### src/rtl/lockin_status_capture_if.sv
// Avalon-MM slave bus and interrupt line for the lock-in status capture port.
interface lockin_status_capture_if;
  logic [1:0]  address;
  logic        chipselect;
  logic        write_n;
  logic [31:0] writedata;
  logic [31:0] readdata;
  logic        irq;

  modport master (
    output address, chipselect, write_n, writedata,
    input  readdata, irq
  );

  modport slave (
    input  address, chipselect, write_n, writedata,
    output readdata, irq
  );
endinterface

### src/rtl/lockin_status_capture.sv
// Synchronises asynchronous lock-in status lines, latches selected edges into a
// sticky W1C register and raises a masked level interrupt for the Nios II.
module lockin_status_capture #(
  parameter int               WIDTH          = 8,
  parameter int               EDGE_TYPE      = 0,
  parameter int               SYNC_STAGES    = 2,
  parameter logic [WIDTH-1:0] IRQ_MASK_RESET = {WIDTH{1'b0}}
) (
  input  logic                    clk,
  input  logic                    reset_n,
  lockin_status_capture_if.slave  bus,
  input  logic [WIDTH-1:0]        in_port
);

  logic [SYNC_STAGES-1:0][WIDTH-1:0] sync_r;
  logic [WIDTH-1:0] sync_data_s;
  logic [WIDTH-1:0] sync_prev_r;
  logic [WIDTH-1:0] rise_s;
  logic [WIDTH-1:0] fall_s;
  logic [WIDTH-1:0] edge_s;
  logic [WIDTH-1:0] edge_capture_r;
  logic [WIDTH-1:0] irq_mask_r;
  logic [WIDTH-1:0] clear_s;
  logic [WIDTH-1:0] mask_next_s;
  logic [31:0]      read_mux_s;
  logic [31:0]      readdata_r;
  logic             irq_r;
  logic             read_s;
  logic             write_s;
  logic             unused_s;

  assign sync_data_s = sync_r[SYNC_STAGES-1];
  assign read_s      = bus.chipselect & bus.write_n;
  assign write_s     = bus.chipselect & ~bus.write_n;
  assign unused_s    = ^bus.writedata;

  // Synchronizer chain plus one-cycle delayed copy for edge detection.
  always_ff @(posedge clk or negedge reset_n) begin
    if (!reset_n) begin
      sync_r      <= {SYNC_STAGES{{WIDTH{1'b0}}}};
      sync_prev_r <= {WIDTH{1'b0}};
    end else begin
      sync_r      <= {sync_r[SYNC_STAGES-2:0], in_port};
      sync_prev_r <= sync_data_s;
    end
  end

  // Edge polarity selection.
  always_comb begin
    rise_s = sync_data_s & ~sync_prev_r;
    fall_s = ~sync_data_s & sync_prev_r;
    edge_s = {WIDTH{1'b0}};
    case (EDGE_TYPE)
      32'sd0:  edge_s = rise_s;
      32'sd1:  edge_s = fall_s;
      32'sd2:  edge_s = rise_s | fall_s;
      default: edge_s = rise_s;
    endcase
  end

  // Register write decode: W1C clear vector and next mask value.
  always_comb begin
    clear_s     = {WIDTH{1'b0}};
    mask_next_s = irq_mask_r;
    if (write_s && (bus.address == 2'd3)) begin
      clear_s = bus.writedata[WIDTH-1:0];
    end else if (write_s && (bus.address == 2'd2)) begin
      mask_next_s = bus.writedata[WIDTH-1:0];
    end else begin
      clear_s     = {WIDTH{1'b0}};
      mask_next_s = irq_mask_r;
    end
  end

  // Read data multiplexer, zero-extended to the bus width.
  always_comb begin
    read_mux_s = 32'd0;
    case (bus.address)
      2'd0:    read_mux_s[WIDTH-1:0] = sync_data_s;
      2'd1:    read_mux_s = 32'd0;
      2'd2:    read_mux_s[WIDTH-1:0] = irq_mask_r;
      2'd3:    read_mux_s[WIDTH-1:0] = edge_capture_r;
      default: read_mux_s = 32'd0;
    endcase
  end

  // Sticky capture; a new edge wins over a simultaneous software clear.
  always_ff @(posedge clk or negedge reset_n) begin
    if (!reset_n) begin
      edge_capture_r <= {WIDTH{1'b0}};
      irq_mask_r     <= IRQ_MASK_RESET;
    end else begin
      edge_capture_r <= (edge_capture_r & ~clear_s) | edge_s;
      irq_mask_r     <= mask_next_s;
    end
  end

  // Registered read data and interrupt level.
  always_ff @(posedge clk or negedge reset_n) begin
    if (!reset_n) begin
      readdata_r <= 32'd0;
      irq_r      <= 1'b0;
    end else begin
      if (read_s) begin
        readdata_r <= read_mux_s;
      end else begin
        readdata_r <= readdata_r;
      end
      irq_r <= |(edge_capture_r & irq_mask_r);
    end
  end

  assign bus.readdata = readdata_r;
  assign bus.irq      = irq_r;

endmodule

### src/flat_wrapper.sv
// flat-port wrapper written by rule: the top's interface ports become plain ports
module lockin_status_capture_flat 
#(
  parameter int               WIDTH          = 8,
  parameter int               EDGE_TYPE      = 0,
  parameter int               SYNC_STAGES    = 2,
  parameter logic [WIDTH-1:0] IRQ_MASK_RESET = {WIDTH{1'b0}}
)
  (clk, reset_n, in_port, bus_address, bus_chipselect, bus_write_n, bus_writedata, bus_readdata, bus_irq);
  lockin_status_capture_if bus_i ();
  input  logic clk;
  input  logic reset_n;
  input  logic [WIDTH-1:0] in_port;
  input wire logic [$bits(bus_i.address)-1:0] bus_address;
  input wire logic [$bits(bus_i.chipselect)-1:0] bus_chipselect;
  input wire logic [$bits(bus_i.write_n)-1:0] bus_write_n;
  input wire logic [$bits(bus_i.writedata)-1:0] bus_writedata;
  output wire logic [$bits(bus_i.readdata)-1:0] bus_readdata;
  output wire logic [$bits(bus_i.irq)-1:0] bus_irq;
  assign bus_i.address = bus_address;
  assign bus_i.chipselect = bus_chipselect;
  assign bus_i.write_n = bus_write_n;
  assign bus_i.writedata = bus_writedata;
  assign bus_readdata = bus_i.readdata;
  assign bus_irq = bus_i.irq;
  lockin_status_capture #(.WIDTH(WIDTH), .EDGE_TYPE(EDGE_TYPE), .SYNC_STAGES(SYNC_STAGES), .IRQ_MASK_RESET(IRQ_MASK_RESET)) u_core (.clk(clk), .reset_n(reset_n), .bus(bus_i), .in_port(in_port));
endmodule
### config.mk
export PLATFORM = sky130hd
export DESIGN_NAME = lockin_status_capture_flat
export DESIGN_NICKNAME = d
export VERILOG_FILES = /design/src/rtl/lockin_status_capture_if.sv /design/src/rtl/lockin_status_capture.sv /design/src/flat_wrapper.sv
export SDC_FILE = /design/constraint.sdc
export NUM_CORES = 1
export LEC_CHECK = 0
export ABC_AREA = 1
export ABC_CLOCK_PERIOD_IN_PS = 1700
export BUFFER_PORTS_ARGS = -buffer_cell sky130_fd_sc_hd__buf_2
export CORE_UTILIZATION = 52
export DETAILED_ROUTE_END_ITERATION = 10
export PLACE_DENSITY = 0.95
export SYNTH_ARGS = -nofsm -noshare
export SYNTH_HDL_FRONTEND = slang
export SYNTH_SLANG_ARGS = --single-unit
### constraint.sdc
create_clock -name clk -period 1.7 [get_ports clk]
set_input_delay 0.425 -clock clk [delete_from_list [all_inputs] [get_ports clk]]
set_output_delay 0.425 -clock clk [all_outputs]
set_load 0.01 [all_outputs]
After elaboration in Yosys (flattened, before gate mapping)
Index checks and enable logic that the tools add are counted.

Register bits after elaboration: 49. Input port bits: 46.

Eq/ne operators: 3. Mux-type cells: 2. Reduce and logical (&&, ||, !) cells: 5. Bitwise gates (word level): 10.

Operators with widths (count): $pmux W8 S4 (1); $and A8 B8 Y8 (3); $not A8 Y8 (2); $mux W8 (1); $or A8 B8 Y8 (1); $reduce_or A8 Y1 (1); $eq A2 B2 Y1 const B (2); $and A1 B1 Y1 (2); $eq A2 B1 Y1 const B (1); $logic_and A1 B1 Y1 (2); $logic_not A2 Y1 (1); $not A1 Y1 (2); $reduce_and A2 Y1 (1).

Depth between registers and ports, before layout
Gate-level depths: netlist of run 1.

Word-level depth: 7. Mapped depth: 6. Gate-level depth less buffers: 5.

Worst setup path after synthesis of run 1
No wires, ideal clock.

Kind: input port to flip-flop. Start point: in bus_address[1]. End point: reg u_core.irq_mask_r[0]. Path slack: 0.577 ns. Setup time: 0.117 ns. Path buffers: 1. Required time: 1.583 ns. Stages: 6. Arrival: 1.006 ns. Cell sequence: buf_4 > inv_2 > nor2_4 > nand2_2 > nand2_1 > nand2_1.

Cells in the longest elaborated chain, start to end: 4.

Ends and longest elaborated chain: from (decl) (RTL line flat_wrapper.sv:14) `input wire logic [$bits(bus_i.address)-1:0] bus_address;`; $eq A2 B2 Y1 (RTL line lockin_status_capture.sv:65) `if (write_s && (bus.address == 2'd3)) begin`; $logic_and A1 B1 Y1 (RTL line lockin_status_capture.sv:65); $not A1 Y1 (no source line); $reduce_and A2 Y1 (no source line) *; to (signal assigned) (RTL line lockin_status_capture.sv:94) `irq_mask_r <= mask_next_s;`; to (decl) (RTL line lockin_status_capture.sv:22) `logic [WIDTH-1:0] irq_mask_r;`.

Mark *: on every way between the ends. The rest lies on a longest branch, timed or not. A chain may end at the register's enable or synchronous reset.

Worst setup path in the final report of run 1
Start point: reg u_core.readdata_r[0], in the netlist u_core.bus.readdata[0]. End point: out bus_readdata[0].

RTL lines: from (decl) (RTL line lockin_status_capture.sv:26) `logic [31:0] readdata_r;`; from (signal assigned) (RTL line lockin_status_capture.sv:105) `readdata_r <= read_mux_s;`; from (signal assigned) (RTL line lockin_status_capture.sv:107) `readdata_r <= readdata_r;`; to (decl) (RTL line flat_wrapper.sv:18) `output wire logic [$bits(bus_i.readdata)-1:0] bus_readdata;`.

No word-level cell between the ends.

==> results_dict.tcl, run 1 <==
set metrics [dict create \
    clockBufferDepth 2 \
    crit_family "flip-flops" \
    nets 310 \
    critPathMaxStageDelay_ns 0.38 \
    seq_power_share 0.581 \
    maxCapViolCount 0 \
    cts_htree_levels 2 \
    io_pins 79 \
    ys_seq_area_frac 0.587 \
    drv_slew 0 \
    postSynthAreaPerCell_um2 9.04 \
    hold_path.class "input port to asynchronous set/reset pin" \
    rows 22 \
    diodes 0 \
    ant_nets 0 \
    pwr_density_cell_nw_per_um2 1010 \
    hpwl_um 2430 \
    swShare 0.267 \
    p_comb_frac 0.141 \
    syn2layout_area_growth_pct 8.99 \
    clk_latency_ns 0.30 \
    cts_root_buf "clkbuf_8" \
    worstPathRequired_ns 1.27 \
    min_period_ns 1.24 \
    grt.total_usage 0.190 \
    path_max_fanout 2 \
    path_cells "buf_2" \
    grt_max_degree 30 \
    cts_hold_buffers 0 \
    wl_per_cell_um 11.0 \
    power_leakage_uw 0.00120 \
    yosys_warnings 0 \
    hold_ws_ns 0.0764 \
    mostFrequentLayoutCell "nand2_1" \
    antenna_found_initial 0 \
    worstSetupPathType "flop to primary output" \
    seq_area_um2 1230 \
    cts-buffers-inserted 5 \
    fp.dieArea_um2 4270 \
    ctsResizeCount 0 \
    switchingPower_uw 612 \
    max-vdd-ir-drop_mv 0.699 \
    power.total_uw 2300 \
    synthCells 231 \
    max_freq_mhz 804 \
    status "completed" \
    path_buf_inv 1 \
    dr.pass1.iters 4 \
    grt_pass1_vias 1320 \
    fin_skew_ns 0.00884 \
    initial_core_util 0.558 \
    synth_area_um2 2090 \
    via_count 1500 \
    rsz0062_at_grt "no" \
    finalCritPeriodShare 0.732 \
    p_clk_frac 0.278 \
    critPathSlowestCell "dfrtp_1" \
    cts_setup_buffers 0 \
    numClockSinks 49 \
    internal-power_uw 1680 \
    gp_congestion 0.816 \
    via_per_inst 4.79 \
    core_area_um2 3740 \
    critical_path_arrival_ns 0.82 \
    num-fill-cells 351 \
    critPathCaptureType "primary output" \
    fp.dieW_um 65.4 \
    drc 0 \
    yosysUniqueCellTypes 14 \
    tns_ns 0 \
    worstSetupStartpointType "flop" \
    ys_ff_latch 49 \
    final_cell_mix "nand2_1, dfrtp_1, nand3_1, buf_2, nor2_1" \
    die_h_um 65.4 \
    setup_viol 0 \
    multi_input_area_um2 682 \
    hold_viol_final 0 \
    grt_first_pass_wirelength_um 5970 \
    fin_util 0.608 \
    grt_overflow_total 0 \
    clk_pin_slew_worst_paths_ns 0.08 \
    wirelength_um 3430 \
    initialDrtViolationCount 107 \
    numPortBuffers 30 \
    cts_tree "yes" \
    drive_above_1_share 0.174 \
]
## stage by stage
stage	cell area (um2)	std cells	setup WS, ns
after floorplan	2170	254	0.577
after global placement	2200	305	0.351
after detailed placement	2200	305	0.305
after CTS	2280	313	0.438
after global routing	2280	313	0.411
final	2280	313	0.456
## cell type report
| type | count | area share |
|---|---|---|
| well taps | 48 | 0.0264 |
| flip-flops and latches | 49 | 0.539 |
| inverters | 13 | 0.0220 |
| clock buffers | 8 | 0.0352 |
| repair buffers | 32 | 0.0781 |
| multi-input cells | 163 | 0.300 |
## sequential cells by signal (all words and copies together) (netlist names)
name	count
u_core.bus.readdata	8
u_core.edge_capture_r	8
u_core.bus.irq	1
u_core.sync_prev_r	8
u_core.sync_r	8
u_core.irq_mask_r	8
u_core.sync_data_s	8
## worst reg2reg max path: stages (launching register included)
cell	delay [ns]
dfrtp_1	0.42
nand3_1	0.10
nand2_1	0.06
nor2_1	0.12
nor2_1	0.05
## power by group through the flow
stage	clock network [uW]	logic, uW	registers (uW)
floorplan	0	230	1360
global placement	0	317	1350
detailed placement	0	325	1360
CTS	664	326	1340
global route	713	371	1350
finish	638	323	1330
## per-layer routing
layer / vias to the layer above / GRT usage / share of wire / wire length (um)
li1: 730 / - / - / -
met1: 706 / 0.262 / 0.44 / 1520
met2: 57 / 0.285 / 0.47 / 1610
met3: 7 / 0.0521 / 0.071 / 243
met4: 0 / 0.0761 / 0.017 / 57
met5: - / 0 / 0 / 0
## final timing paths
kind                                     startpoint                endpoint  slack (ns)  cells past startpoint
max                          u_core.bus.readdata[0]         bus_readdata[0]        0.46                      1
min                                         reset_n          u_core.bus.irq        0.08                      1
max reg2reg                u_core.edge_capture_r[4]  u_core.bus.readdata[4]        0.85                      4
min reg2reg                        u_core.sync_r[1]   u_core.sync_data_s[1]        0.35                      0
max in group asynchronous                   reset_n    u_core.irq_mask_r[1]        1.11                      2
min in group clk                         in_port[3]        u_core.sync_r[3]        0.22                      1
## synth_stat cells (all sizes together)
library cell | n | area, um2
nand2 | 77 | 294
dfrtp | 49 | 1230
nand3 | 33 | 165
buf | 29 | 216
nor2 | 28 | 128
inv | 12 | 45.0
a21oi | 1 | 5.00
clkinv | 1 | 5.00
conb | 1 | 3.75
## logic make-up after synthesis
family | share of synthesized area
AND/OR/NAND/NOR | 0.281
flip-flops | 0.587
other | 0.00180
buffers and inverters | 0.128
AO/OA/AOI/OAI | 0.00239
(Power assumes the default switching activity.)
==> run 2, diff against run 1 <==
ABC_AREA = 0   (was 1)
ABC_CLOCK_PERIOD_IN_PS = 1000   (was 1700)
CORE_UTILIZATION = 43   (was 52)
PLACE_DENSITY = 0.86   (was 0.95)
clock period = 1 ns   (was 1.7 ns; I/O delays follow)
==> run 2 against run 1 <==
  * Critical endpoint is now bus_readdata[6]
  * Die area rose by 17%
  * Critical path depth did not move
  * Clock-buffer cell count fell by 1
  * Sequential share of layout area fell by 2.3 points
  * Core utilization fell by 7.3 points
  * Largest power group unchanged
  * Non-clock buffer count rose by 21
  * Synthesized cell count fell by 33%
  * The run now ends with design-rule violations, negative setup slack left
==> results_dict.tcl, run 2 <==
set metrics [dict create \
    grt_overflow_total 0 \
    maxCapViolCount 0 \
    min_period_ns 1.08 \
    startpoint "u_core.bus.readdata[6]" \
    synth_edf_count 0 \
    worstPathRequired_ns 0.75 \
    numClockSinks 49 \
    rrSetupSlack_ns 0.08 \
    cts_tree "yes" \
    crit_cells 1 \
    fin_skew_ns 0.00291 \
    worstSetupPathType "flop to primary output" \
    netlist_top_cells_count "dfrtp_1, buf_4" \
    cts_htree_levels 2 \
    num-fill-cells 380 \
    max-vdd-ir-drop_mv 0.816 \
    fin_cells 258 \
    postSynthAreaPerCell_um2 13.1 \
    hold_viol_final 0 \
    tns_ns -0.587 \
    ant_nets 0 \
    rr_endpoint "u_core.bus.readdata[6]" \
    netlist.top_cell.by_area "dfrtp_1" \
    cts_root_buf "clkbuf_8" \
    yosysUniqueCellTypes 19 \
    drv_slew 0 \
    crit_family "flip-flops" \
    path_buf_inv 1 \
    yosys_warnings 0 \
    clockBufferDepth 2 \
    final_cell_mix "dfrtp_1, buf_2, conb_1, buf_4" \
    hold_path.class "input port to flop" \
    status "complete, but fails checks" \
    r2r_cells 3 \
    setup_viol 9 \
    wl_per_cell_um 13.0 \
    core_area_um2 4440 \
    regToRegStartpoint "u_core.bus.readdata[6]" \
    grt.total_usage 0.149 \
    worstSetupStartpointType "flop" \
    numPortBuffers 30 \
    grt_pass1_vias 1211 \
    synthCells 154 \
    critPathMaxStageDelay_ns 0.39 \
    antenna_found_initial 0 \
    critPathCaptureType "primary output" \
    die_h_um 70.6 \
    path_max_fanout 2 \
    synth_area_leaders "dfrtp_1, buf_4, mux2_4" \
    rsz0062_at_grt "yes" \
    yosys_most_used_dff "dfrtp_1" \
    mostFrequentLayoutCell "dfrtp_1" \
    max_freq_mhz 928 \
    cts-buffers-inserted 5 \
    hpwl_um 2300 \
    rows 24 \
    io_pins 79 \
    grt_first_pass_wirelength_um 5640 \
    nets 251 \
    fp.dieArea_um2 4980 \
    violations "design-rule violations, negative setup slack" \
    synthArstFlopShare 1.00 \
    via_count 1200 \
    grt_max_degree 50 \
    dr.pass1.iters 7 \
    fp.dieW_um 70.6 \
    clk_pin_slew_worst_paths_ns 0.08 \
    drive_above_1_share 0.330 \
    initial_core_util 0.455 \
    wirelength_um 3350 \
    ys_seq_area_frac 0.606 \
    critical_path_arrival_ns 0.83 \
    synth_area_um2 2020 \
    diodes 0 \
    initialDrtViolationCount 74 \
    via_per_inst 4.65 \
    place_inst 238 \
    syn2layout_area_growth_pct 17.4 \
    pwr_density_cell_nw_per_um2 1760 \
    power.total_uw 4190 \
    gp_congestion 0.705 \
    timing.final.ws_setup_ns -0.0780 \
    path_cells "buf_2" \
    finalCritPeriodShare 1.08 \
    synth_top_cell_area_share 0.606 \
    power_leakage_uw 0.00118 \
    critPathSlowestCell "dfrtp_1" \
    yosysMostFrequentCell "dfrtp_1" \
    ys_ff_latch 49 \
    cp-endpoint "bus_readdata[6]" \
    clk_latency_ns 0.30 \
    drc 14 \
]
[run 2: cell count changes after synthesis, sizes merged, moves of 4 or more]
cell and delta:
nand2 -69, nor2 -28, mux2 +8, a22oi +4, nand3 -25, mux2i +8, inv -4, a22o +8
o21a +8, o211ai +8
[run 2: cells by family (layout without fill, tap and decap cells)]
family / count (synthesis) / in the layout / synth area share
DFF: 49 / 49 / 0.606
muxes: 16 / 16 / 0.0990
buffers and inverters: 40 / 69 / 0.132
and+or+nand+nor: 20 / 20 / 0.0520
other: 1 / 24 / 0.00185
AOI/OAI and AO/OA: 28 / 28 / 0.109
[run 2: power by group]
| group | total, uW | switching, uW | internal, uW |
|---|---|---|---|
| logic | 661 | 285 | 376 |
| registers | 2300 | 124 | 2170 |
| clock network | 1230 | 609 | 625 |
[run 2: metal layers]
| metal | up-vias | wire length [um] | track usage |
|---|---|---|---|
| met4 | 0 | 48 | 0.0533 |
| met2 | 43 | 1600 | 0.231 |
| li1 | 584 | - | - |
| met3 | 3 | 223 | 0.0570 |
| met5 | - | 0 | 0 |
| met1 | 570 | 1470 | 0.192 |
[run 2: what timing repair did]
item	in CTS	in global routing
hold endpoints to repair	49	0
hold buffers	1	0
setup buffers	8	3
resized for setup	0	0
endpoints found under the setup margin	9	9
[run 2: worst min-delay path by stage]
stage	start	endpoint	cells past startpoint
floorplan	reset_n	u_core.bus.irq	0
global placement	reset_n	u_core.bus.readdata[7]	2
detailed placement	reset_n	u_core.bus.readdata[7]	2
CTS	in_port[1]	u_core.sync_r[1]	1
global route	in_port[1]	u_core.sync_r[1]	1
finish	in_port[0]	u_core.sync_r[0]	1
[run 2: cell type report]
cell class / instances / area (um2) / share of cell area
Multi-Input combinational cell: 88 / 616 / 0.259
Inverter: 8 / 30.0 / 0.0126
Clock inverter: 1 / 5.00 / 0.00211
Clock buffer: 7 / 96.3 / 0.0405
Tap cell: 52 / 65.1 / 0.0274
Sequential cell: 49 / 1230 / 0.516
Timing Repair Buffer: 53 / 338 / 0.142
[run 2: stage by stage]
step | utilization | setup WS, ns | cell area [um2] | hold WS (ns)
after floorplan | - | -0.189 | 2130 | -0.0456
after global placement | 0.491 | -0.264 | 2180 | 0.252
after detailed placement | 0.491 | -0.266 | 2180 | 0.253
after CTS | 0.530 | -0.0863 | 2350 | 0.0337
after global routing | 0.535 | -0.109 | 2380 | 0.0290
final | 0.535 | -0.0780 | 2380 | 0.0489
